<file path="src/rtl/fast_iter_sequencer.sv">
// Run sequencer for the one-unit iteration controller: gates the unit with go_fast,
// normalises after each iteration and checks convergence, with rise/run watchdogs.
module fast_iter_sequencer #(
  parameter logic [7:0] MAX_ITER = 8'd100,
  parameter logic [7:0] WAIT_MAX = 8'd16,
  parameter logic [8:0] RUN_MAX  = 9'd300
) (
  input  logic       clk_fast,
  input  logic       rst,
  input  logic       start,
  input  logic       fast_busy,
  input  logic       converged,
  output logic       go_fast,
  output logic       norm_en,
  output logic       seq_busy,
  output logic       done,
  output logic       conv_ok,
  output logic       timeout_err,
  output logic [7:0] iter_cnt,
  output logic [2:0] state_dbg
);

  typedef enum logic [2:0] {
    S_IDLE      = 3'd0,
    S_WAIT_BUSY = 3'd1,
    S_RUN       = 3'd2,
    S_NORM      = 3'd3,
    S_CHECK     = 3'd4,
    S_DONE      = 3'd5,
    S_ERR       = 3'd6
  } state_e;

  localparam logic [8:0] WAIT_LAST = {1'b0, WAIT_MAX} - 9'd1;
  localparam logic [8:0] RUN_LAST  = RUN_MAX - 9'd1;

  state_e     state_q, state_d;
  logic [8:0] wd_q, wd_d;
  logic [7:0] iter_q, iter_d;
  logic       conv_q, conv_d;
  logic       to_q, to_d;

  always_ff @(posedge clk_fast or posedge rst) begin
    if (rst) begin
      state_q <= S_IDLE;
      wd_q    <= 9'd0;
      iter_q  <= 8'd0;
      conv_q  <= 1'b0;
      to_q    <= 1'b0;
    end else begin
      state_q <= state_d;
      wd_q    <= wd_d;
      iter_q  <= iter_d;
      conv_q  <= conv_d;
      to_q    <= to_d;
    end
  end

  always_comb begin
    state_d = state_q;
    wd_d    = wd_q;
    iter_d  = iter_q;
    conv_d  = conv_q;
    to_d    = to_q;
    case (state_q)
      S_IDLE: begin
        if (start) begin
          state_d = S_WAIT_BUSY;
          wd_d    = 9'd0;
          iter_d  = 8'd0;
          conv_d  = 1'b0;
          to_d    = 1'b0;
        end
      end
      S_WAIT_BUSY: begin
        // The unit responding on the last allowed cycle beats the timeout.
        wd_d = wd_q + 9'd1;
        if (fast_busy) begin
          state_d = S_RUN;
          wd_d    = 9'd0;
        end else if (wd_q == WAIT_LAST) begin
          state_d = S_ERR;
          to_d    = 1'b1;
        end
      end
      S_RUN: begin
        wd_d = wd_q + 9'd1;
        if (!fast_busy) begin
          state_d = S_NORM;
          wd_d    = 9'd0;
        end else if (wd_q == RUN_LAST) begin
          state_d = S_ERR;
          to_d    = 1'b1;
        end
      end
      S_NORM: begin
        state_d = S_CHECK;
        iter_d  = iter_q + 8'd1;
      end
      S_CHECK: begin
        if (converged) begin
          state_d = S_DONE;
          conv_d  = 1'b1;
        end else if (iter_q == MAX_ITER) begin
          state_d = S_DONE;
          conv_d  = 1'b0;
        end else begin
          state_d = S_WAIT_BUSY;
          wd_d    = 9'd0;
        end
      end
      S_DONE:  state_d = S_IDLE;
      S_ERR:   state_d = S_IDLE;
      default: state_d = S_IDLE;
    endcase
  end

  // NORM and CHECK keep go_fast low, so the unit sits in INIT for two cycles per iteration.
  assign go_fast     = (state_q == S_WAIT_BUSY) || (state_q == S_RUN);
  assign norm_en     = (state_q == S_NORM);
  assign seq_busy    = (state_q != S_IDLE);
  assign done        = (state_q == S_DONE) || (state_q == S_ERR);
  assign conv_ok     = conv_q;
  assign timeout_err = to_q;
  assign iter_cnt    = iter_q;
  assign state_dbg   = state_q;

endmodule

</file>
<file path="config.mk">
export PLATFORM = sky130hd
export DESIGN_NAME = fast_iter_sequencer
export DESIGN_NICKNAME = d
export VERILOG_FILES = /design/src/rtl/fast_iter_sequencer.sv
export SDC_FILE = /design/constraint.sdc
export NUM_CORES = 1
export LEC_CHECK = 0
export BUFFER_PORTS_ARGS = -buffer_cell sky130_fd_sc_hd__buf_2
export CAP_MARGIN = 20
export CORE_ASPECT_RATIO = 0.5
export CORE_MARGIN = 2
export CORE_UTILIZATION = 44
export DETAILED_ROUTE_END_ITERATION = 6
export GPL_ROUTABILITY_DRIVEN = 1
export GPL_TIMING_DRIVEN = 0
export PLACE_DENSITY = 0.67
export SETUP_SLACK_MARGIN = 0.02
export SYNTH_ARGS = -nofsm -noshare
export SYNTH_HDL_FRONTEND = slang
export SYNTH_SLANG_ARGS = --single-unit
export TNS_END_PERCENT = 1
</file>
<file path="constraint.sdc">
create_clock -name clk_fast -period 1.6 [get_ports clk_fast]
set_input_delay 0.08 -clock clk_fast [delete_from_list [all_inputs] [get_ports clk_fast]]
set_output_delay 0.08 -clock clk_fast [all_outputs]
set_load 0.05 [all_outputs]
</file>
; ---- After elaboration in Yosys (flattened, before gate mapping)
; Cells that the tools add are included.
[word_totals]
register_bits = 22
latchBits = 0
mem_bits_rw = 0
rom_bits = 0
input_bits = 5
output_inout_bits = 17
elab_cells = 64
mem_count = 0
[op_classes]
n_addsub = 2
multipliers = 0
div = 0
order_cmp = 0
eq_ne = 19
shifts = 0
muxes = 25
n_bitwise = 0
n_reduce_logical = 13
[op_table]
columns = operator, count
row1 = $mux 9, 5
row2 = $pmux 9 s4, 1
row3 = $mux 3, 7
row4 = $pmux 8 s2, 1
row5 = $pmux 3 s5, 1
row6 = $ne 2x2->1 const B, 7
row7 = $add 9x1->9 const B, 1
row8 = $eq 3x3->1 const B, 3
row9 = $eq 9x4->1 const B, 1
row10 = $eq 9x9->1 const B, 1
row11 = $ne 3x3->1 const B, 3
row12 = $add 8x1->8 const B, 1
row13 = $eq 8x7->1 const B, 1
row14 = $mux 8, 1
row15 = $mux 1, 7
row16 = $eq 3x2->1 const B, 2
row17 = $reduce_and 3->1, 2
row18 = $reduce_and 6->1, 1
row19 = $reduce_bool 3->1, 2
row20 = $reduce_and 4->1, 1
row21 = $reduce_bool 2->1, 2
row22 = $reduce_bool 4->1, 1
row23 = $eq 3x1->1 const B, 1
row24 = $logic_not 3->1, 1
row25 = other kinds (4), 5

; ---- Depth between registers and ports, before layout
; Gate-level depths: netlist of run 1.
[logic_depth]
depth_word = 4
mapped_depth = 6
ltp_nobuf = 6

; ---- Worst setup path before layout of run 1
; No wires, ideal clock.
[synth_timing]
path_kind = reg-to-reg
start = register iter_q[0] (netlist: iter_cnt[0])
end = register wd_q[4]
setup_time_ps = 121
arrival_ps = 1948
setup_slack_ps = -469
stages_incl_launch_ff = 7
path_buffers = 0
synth_period_minus_slack_ps = 2069
cell_sequence = dfrtp_1 inv_1 ha_1 and4b_1 a31o_2 a221o_1 a22o_1
[synth_between]
elab_chain_len = 3
[synth_rtl]
columns = element, line_no
row1 = start: declaration, 38  ; logic [7:0] iter_q, iter_d;
row2 = start signal: assignment, 52  ; iter_q <= iter_d;
row3 = $eq 8x7->1, 103  ; end else if (iter_q == MAX_ITER) begin
row4 = $ne 2x2->1 (no line), -
row5 = $reduce_and 4->1 (no line), -
row6 = end signal: assignment, 51  ; wd_q <= wd_d;
row7 = end: declaration, 37  ; logic [8:0] wd_q, wd_d;
; No other way between the ends.
; A chain may end at the register's enable or synchronous reset.

; ---- Worst setup path in the final report of run 1
[layout_timing]
start = register state_q[1] (netlist: state_dbg[1])
end = register wd_q[4]
[layout_between]
elab_chain_len = 3
[layout_rtl]
columns = element, line_no
row1 = start: declaration, 36  ; state_e state_q, state_d;
row2 = start signal: assignment, 50  ; state_q <= state_d;
row3 = "$eq 3x1->1, or another cell as far along", 64  ; case (state_q)
row4 = $reduce_bool 4->1 (no line) / $ne 2x2->1 (equally long branches), -
row5 = $reduce_and 4->1 (no line), -
; Parallel ways exist; a longest one is shown, timed or not.

==> summary.txt, run 1 <==
Boundary Pins -> 22
CP Capture Type -> flop
Maximum vdd drop -> 1.254 mV
Number of synthesized flops with an enable pin -> 0
Prevailing post-synth register cell -> dfrtp_1
Endpoints failing setup -> 20
Iteration-0 DRC Markers -> 57
Maximum clock rate -> 569.2 MHz
Clock buffer depth -> 2
Routed via count -> 1,317
Wire per inst -> 15.51 µm
Syn avg cell area -> 9.111 µm²
Leakage -> 0.8407 nW
Top-count cell post-synth -> dfrtp_1
Final Slew Violations -> 0
Yosys reg bits -> 22
GRT Resource Usage Total -> 0.2153
Yosys warning total -> 0
First-pass DRT Iterations -> 4
CTS buffer count -> 3
Worst path required time -> 1770 ps
Cts hold-fix bufs -> 0
Pwr dens -> 1903 nW/µm²
Slew @ Worst Pin -> 845.2 ps
Setup ws final -> -156.8 ps
Area of the mapped netlist -> 1358 µm²
Post-DRT Antenna Nets -> 0
Die span in x -> 82.56 µm
RSZ-0062 raised after global routing -> true
H-tree depth -> 1
Outcome -> finished with violations
Unique masters post-synth -> 47
GP Congestion -> 0.7892
Syn_nets -> 158
Critical path type -> flop to flop
Sequential fraction of the synthesis area -> 0.4055
Synth top cells by count -> 22 x dfrtp_1, 15 x nand2_1, 12 x nor2_1
DIE HEIGHT -> 43.28 µm
CP arrival -> 1920 ps
Layout area overhead -> 37.79%
Clock Sinks -> 22
Final HPWL DP -> 2163 µm
Final std cells w/o fill -> 229
Clock latency on the worst-skew pair -> 270 ps
Clock-pin transition on the worst setup and hold timing paths -> 90 ps
Initial Utilization -> 0.4559
Final Power -> 3.561 mW
Worst hold-check path type -> input port to async pin
First-pass GRT wire length -> 5733 µm
Post-synth top area share -> 0.4055
Post-synthesis cell count -> 149
Initial antenna violation count -> 0
Yosys top cell by area -> dfrtp_1
GRT overflow -> 0
Vias in the first global route -> 1,162
Placed cells -> 210
Final wirelength -> 3552 µm
Post-synthesis async set-or-reset flop share -> 1.000
Share of cells above drive strength 1 -> 0.3862
Failing checks -> negative hold slack, negative setup slack
Fin nets -> 199
Period utilization -> 1.098
Clock Skew -> 8.457 ps
CTS tree -> built
Main area contributors after synthesis -> dfrtp_1 41%, nand2_1 4.1%, ha_1 3.7%
Site Rows -> 14
Rel. slew slack -> 0.4359
# diodes -> 0
Root Buffer -> clkbuf_8
CP Max Fanout -> 6
Worst hold slack -> -36.39 ps
DRC Markers -> 0
Die area -> 3573 µm²
Core ar. -> 2978 µm²
Crit path time final -> 1757 ps
Hold Fails Final Rpt -> 22
Number of port buffers -> 21
Max Cap Violations -> 0
FF-to-FF path depth -> 5
Pin count of the biggest net entering global routing -> 23
CP startpoint kind -> flop
DR vias/cell -> 5.751
==> cell families (layout without fill, tap and decap cells) <==
| kind of cell | after synthesis | count (layout) | synth area share |
|---|---|---|---|
| fa+ha+maj | 5 | 5 | 0.04516 |
| compound gates | 38 | 38 | 0.1880 |
| xor+xnor | 2 | 2 | 0.01291 |
| buf+inv | 15 | 55 | 0.05438 |
| mux | 3 | 3 | 0.02212 |
| flops | 22 | 22 | 0.4055 |
| simple gates | 64 | 64 | 0.2719 |
==> registers in the layout, summed over array words and instances, names as in the netlist <==
name         cells
timeout_err      1
iter_cnt         8
wd_q             9
state_dbg        3
conv_ok          1
==> path summary, 6_finish.rpt <==
kind	start	end	slack (ps)
max	state_dbg[1]$_DFFE_PP0P_	wd_q[4]$_DFFE_PP0P_	-160
min	rst	conv_ok$_DFFE_PP0P_	-40
min in group clk_fast	converged	conv_ok$_DFFE_PP0P_	40
max in group asynchronous	rst	wd_q[3]$_DFFE_PP0P_	1050
min reg2reg	iter_cnt[7]$_DFFE_PP0P_	iter_cnt[7]$_DFFE_PP0P_	500
max reg2reg	state_dbg[1]$_DFFE_PP0P_	wd_q[4]$_DFFE_PP0P_	-160
==> layout make-up <==
type	instances	area [µm²]
Buffer	5	55.05
Clock buffer	3	41.29
Clock inverter	1	30.03
Fill cell	234	1107
Inverter	9	37.54
Multi-Input combinational cell	112	832.0
Sequential cell	22	558.0
Tap cell	40	50.05
Timing Repair Buffer	37	266.5
==> placed cells by master, fill, tap and decap left out, types with 3 or more instances in the layout <==
cell type / n
and3_1: 3
buf_4: 16
nand2_1: 15
dfrtp_2: 6
mux2i_1: 3
nor3b_1: 3
clkbuf_8: 4
a21oi_1: 7
a31oi_1: 5
dfrtp_1: 16
buf_2: 17
o21ai_1: 6
o21ai_0: 3
inv_1: 7
ha_1: 3
nand3_1: 6
nand4_1: 3
nor2_1: 11
nand2b_1: 3
buf_6: 4
==> stage by stage <==
stage                     hold slack, ps  area, µm²  TNS (ps)  worst slack, ps    util
after CTS                          4.119       1838    -520.2           -93.76  0.6172
after floorplan                    68.88       1373     -1809           -216.6       -
final                             -36.39       1871    -880.3           -156.8  0.6282
after global routing               48.24       1871     -2247           -220.9  0.6282
after global placement             298.4       1528     -1654           -201.1  0.5130
after detailed placement           306.2       1528     -2028           -216.3  0.5130
==> report_power, final <==
part	total (mW)	switching, mW	internal (mW)
logic	2.22	1.30	0.917
clock network	0.531	0.196	0.335
registers	0.812	0.125	0.687
==> critical path: stages (launching register included) <==
cell	delay, ps
dfrtp_2	440
buf_6	150
maj3_2	330
or2_1	230
a221o_1	280
a22o_1	220
==> per-layer routing <==
layer  GRT usage  vias up  share of wire
li1            -      628              -
met1      0.2996      648           0.47
met2      0.3387       38           0.48
met3     0.05957        3          0.042
met4     0.03934        0         0.0048
met5           0        -              0
==> timing repair <==
action,in CTS,in global routing
gates resized for setup,30,10
buffers inserted,15,1
setup endpoints to repair,21,24
pin swaps,8,6
No activity file was read; power rests on OpenSTA's default activity.
==> inputs of run 2 (changes only) <==
--- a/config.mk
+++ b/config.mk
@@ -15,6 +15,7 @@
 export GPL_TIMING_DRIVEN = 0
 export PLACE_DENSITY = 0.67
 export SETUP_SLACK_MARGIN = 0.02
+export SKIP_CTS_REPAIR_TIMING = 1
 export SYNTH_ARGS = -nofsm -noshare
 export SYNTH_HDL_FRONTEND = slang
 export SYNTH_SLANG_ARGS = --single-unit
==> summary.txt, run 2 (same netlist as run 1, synthesis figures left out) <==
Outcome -> finished with violations (unchanged)
Failing checks -> negative hold slack, negative setup slack (unchanged)
RSZ-0062 raised after global routing -> true (unchanged)
Slew @ Worst Pin -> 837.4 ps (was 845.2 ps)
Crit path time final -> 1770 ps (was 1757 ps)
Critical path's slowest cell -> dfrtp_2 (unchanged)
Reg2reg end -> wd_q[4]$_DFFE_PP0P_ (unchanged)
Max Cap Violations -> 0 (unchanged)
CTS tree -> built (unchanged)
Seq. cell area -> 556.8 µm² (was 558.0 µm²)
CP Buf/Inv Count -> 1 (unchanged)
Switch Pwr -> 1.491 mW (was 1.622 mW)
Post-DRT Antenna Nets -> 0 (unchanged)
Top reg by flops -> wd_q (unchanged)
FF-to-FF path depth -> 5 (unchanged)
CP max stage delay -> 450 ps (was 440 ps)
RR Startpoint -> state_dbg[1]$_DFFE_PP0P_ (unchanged)
Setup ws final -> -170.1 ps (was -156.8 ps)
GP Congestion -> 0.7892 (unchanged)
Hold Fails Final Rpt -> 22 (unchanged)
H-tree depth -> 1 (unchanged)
Critical path type -> flop to flop (unchanged)
Initial antenna violation count -> 0 (unchanged)
CP Capture Type -> flop (unchanged)
Net Sw Frac -> 0.4742 (was 0.4555)
First-pass GRT wire length -> 4905 µm (was 5733 µm)
First-pass DRT Iterations -> 4 (unchanged)
Crit path cell chain -> buf_6 -> maj3_2 -> or2_1 -> a221o_1 -> a22o_1 (unchanged)
FF-to-FF setup slack -> -170 ps (was -160 ps)
Power Internal -> 1.654 mW (was 1.939 mW)
Period utilization -> 1.106 (was 1.098)
Final wirelength -> 3187 µm (was 3552 µm)
Boundary Pins -> 22 (unchanged)
CP Depth -> 5 (unchanged)
Most common cell after layout, fill and taps aside -> buf_2 (unchanged)
Critical Path Sink -> wd_q[4]$_DFFE_PP0P_ (unchanged)
Rel. slew slack -> 0.4411 (was 0.4359)
Commonest non-fill, non-tap cells in the layout -> 20 x buf_2, 17 x dfrtp_1, 15 x nand2_1 (was 17 x buf_2, 16 x buf_4, 16 x dfrtp_1)
Vias in the first global route -> 1,022 (was 1,162)
CP startpoint kind -> flop (unchanged)
Core ar. -> 2978 µm² (unchanged)
# diodes -> 0 (unchanged)
Wire per inst -> 14.55 µm (was 15.51 µm)
DIE HEIGHT -> 43.28 µm (unchanged)
Share of cells above drive strength 1 -> 0.3240 (was 0.3862)
Clock Sinks -> 22 (unchanged)
Worst path required time -> 1770 ps (about the same)
Clock Power Share -> 0.167 (was 0.149)
Sequential share of power -> 0.264 (was 0.228)
Routed via count -> 1,251 (was 1,317)
Endpoints failing setup -> 16 (was 20)
Combinational power share -> 0.568 (was 0.623)
Root Buffer -> clkbuf_8 (unchanged)
Clock-pin transition on the worst setup and hold timing paths -> 90 ps (about the same)
CP arrival -> 1940 ps (was 1920 ps)
GRT Resource Usage Total -> 0.1845 (was 0.2153)
DRC Markers -> 0 (unchanged)
Clock Skew -> 8.510 ps (was 8.457 ps)
Number of port buffers -> 21 (unchanged)
Largest register FFs -> 9 (unchanged)
Area of the multi-input gates -> 798.3 µm² (was 832.0 µm²)
Critical path's top delay family -> compound AO/OA/AOI/OAI gates (unchanged)
Iteration-0 DRC Markers -> 77 (was 57)
Maximum vdd drop -> 1.007 mV (was 1.254 mV)
Maximum clock rate -> 565.0 MHz (was 569.2 MHz)
GRT overflow -> 0 (unchanged)
Fillers -> 252 (was 234)
CP Max Fanout -> 10 (was 6)
Worst hold slack -> -36.72 ps (was -36.39 ps)
Initial Utilization -> 0.4559 (unchanged)
Pin count of the biggest net entering global routing -> 23 (unchanged)
Clock buffer depth -> 2 (unchanged)
Pwr dens -> 1829 nW/µm² (was 1903 nW/µm²)
Worst hold-check path type -> input port to async pin (unchanged)
Final HPWL DP -> 2163 µm (unchanged)
DR vias/cell -> 5.712 (was 5.751)
Layout Utilization -> 0.5773 (was 0.6282)
Layout area overhead -> 26.64% (was 37.79%)
Clock latency on the worst-skew pair -> 270 ps (about the same)
Setup crit start -> state_dbg[1]$_DFFE_PP0P_ (unchanged)
CTS buffer count -> 3 (unchanged)
Die area -> 3573 µm² (unchanged)
Fin nets -> 189 (was 199)
Leakage -> 0.7691 nW (was 0.8407 nW)
Die span in x -> 82.56 µm (unchanged)
Final Slew Violations -> 0 (unchanged)
Site Rows -> 14 (unchanged)
-- run 2: cell count changes in the layout (fill, tap and decap cells not counted), moves of 2 or more --
cell,before,now
a2111oi_1,2,0
buf_4,16,8
o21ai_0,3,7
o21ai_1,6,3
buf_2,17,20
buf_8,2,0
-- run 2: area by class of cell --
type / instances / share of cell area
multi-input combinational: 112 / 0.4643
sequential: 22 / 0.3239
timing repair buffer: 27 / 0.09098
tap: 40 / 0.02911
buffer: 5 / 0.02838
clock buffer: 3 / 0.02402
inverter: 9 / 0.02183
clock inverter: 1 / 0.01747
-- run 2: worst register-to-register path: stages, from the launching register on --
cell	delay, ps
dfrtp_2	450
buf_6	160
maj3_2	360
or2_1	240
a221o_1	270
a22o_1	200
-- run 2: power by group through the flow --
stage	Sequential (mW)	Clock (mW)	Combinational (mW)
CTS	0.827	0.543	1.57
finish	0.831	0.526	1.79
global placement	0.829	0	1.54
detailed placement	0.838	0	1.56
global route	0.848	0.558	1.93
floorplan	1.11	0	0.942
-- run 2: worst min path at each step --
stage | slack (ps) | startpoint | endpoint
6_report | -40 | rst | conv_ok$_DFFE_PP0P_
5_1_grt | 50 | rst | wd_q[4]$_DFFE_PP0P_
4_1_cts | 4 | rst | conv_ok$_DFFE_PP0P_
3_5_place_dp | 310 | rst | conv_ok$_DFFE_PP0P_
3_3_place_gp | 300 | rst | wd_q[4]$_DFFE_PP0P_
2_1_floorplan | 70 | rst | conv_ok$_DFFE_PP0P_
-- run 2: stage by stage --
stage / std cells / TNS (ps) / power, mW / cell area, µm² / setup slack, ps
after floorplan: 149 / -1809 / 2.050 / 1373 / -216.6
after global placement: 210 / -1654 / 2.369 / 1528 / -201.1
after detailed placement: 210 / -2028 / 2.398 / 1528 / -216.3
after CTS: 214 / -2718 / 2.935 / 1599 / -254.7
after global routing: 219 / -2646 / 3.334 / 1719 / -233.6
final: 219 / -1099 / 3.145 / 1719 / -170.1
-- run 2: per-layer routing --
| metal | global-route usage | up-vias | part of all wire |
|---|---|---|---|
| li1 | - | 608 | - |
| met2 | 0.2710 | 35 | 0.46 |
| met4 | 0.02951 | 0 | 0.0050 |
| met1 | 0.2703 | 605 | 0.47 |
| met3 | 0.05745 | 3 | 0.059 |
| met5 | 0 | - | 0 |
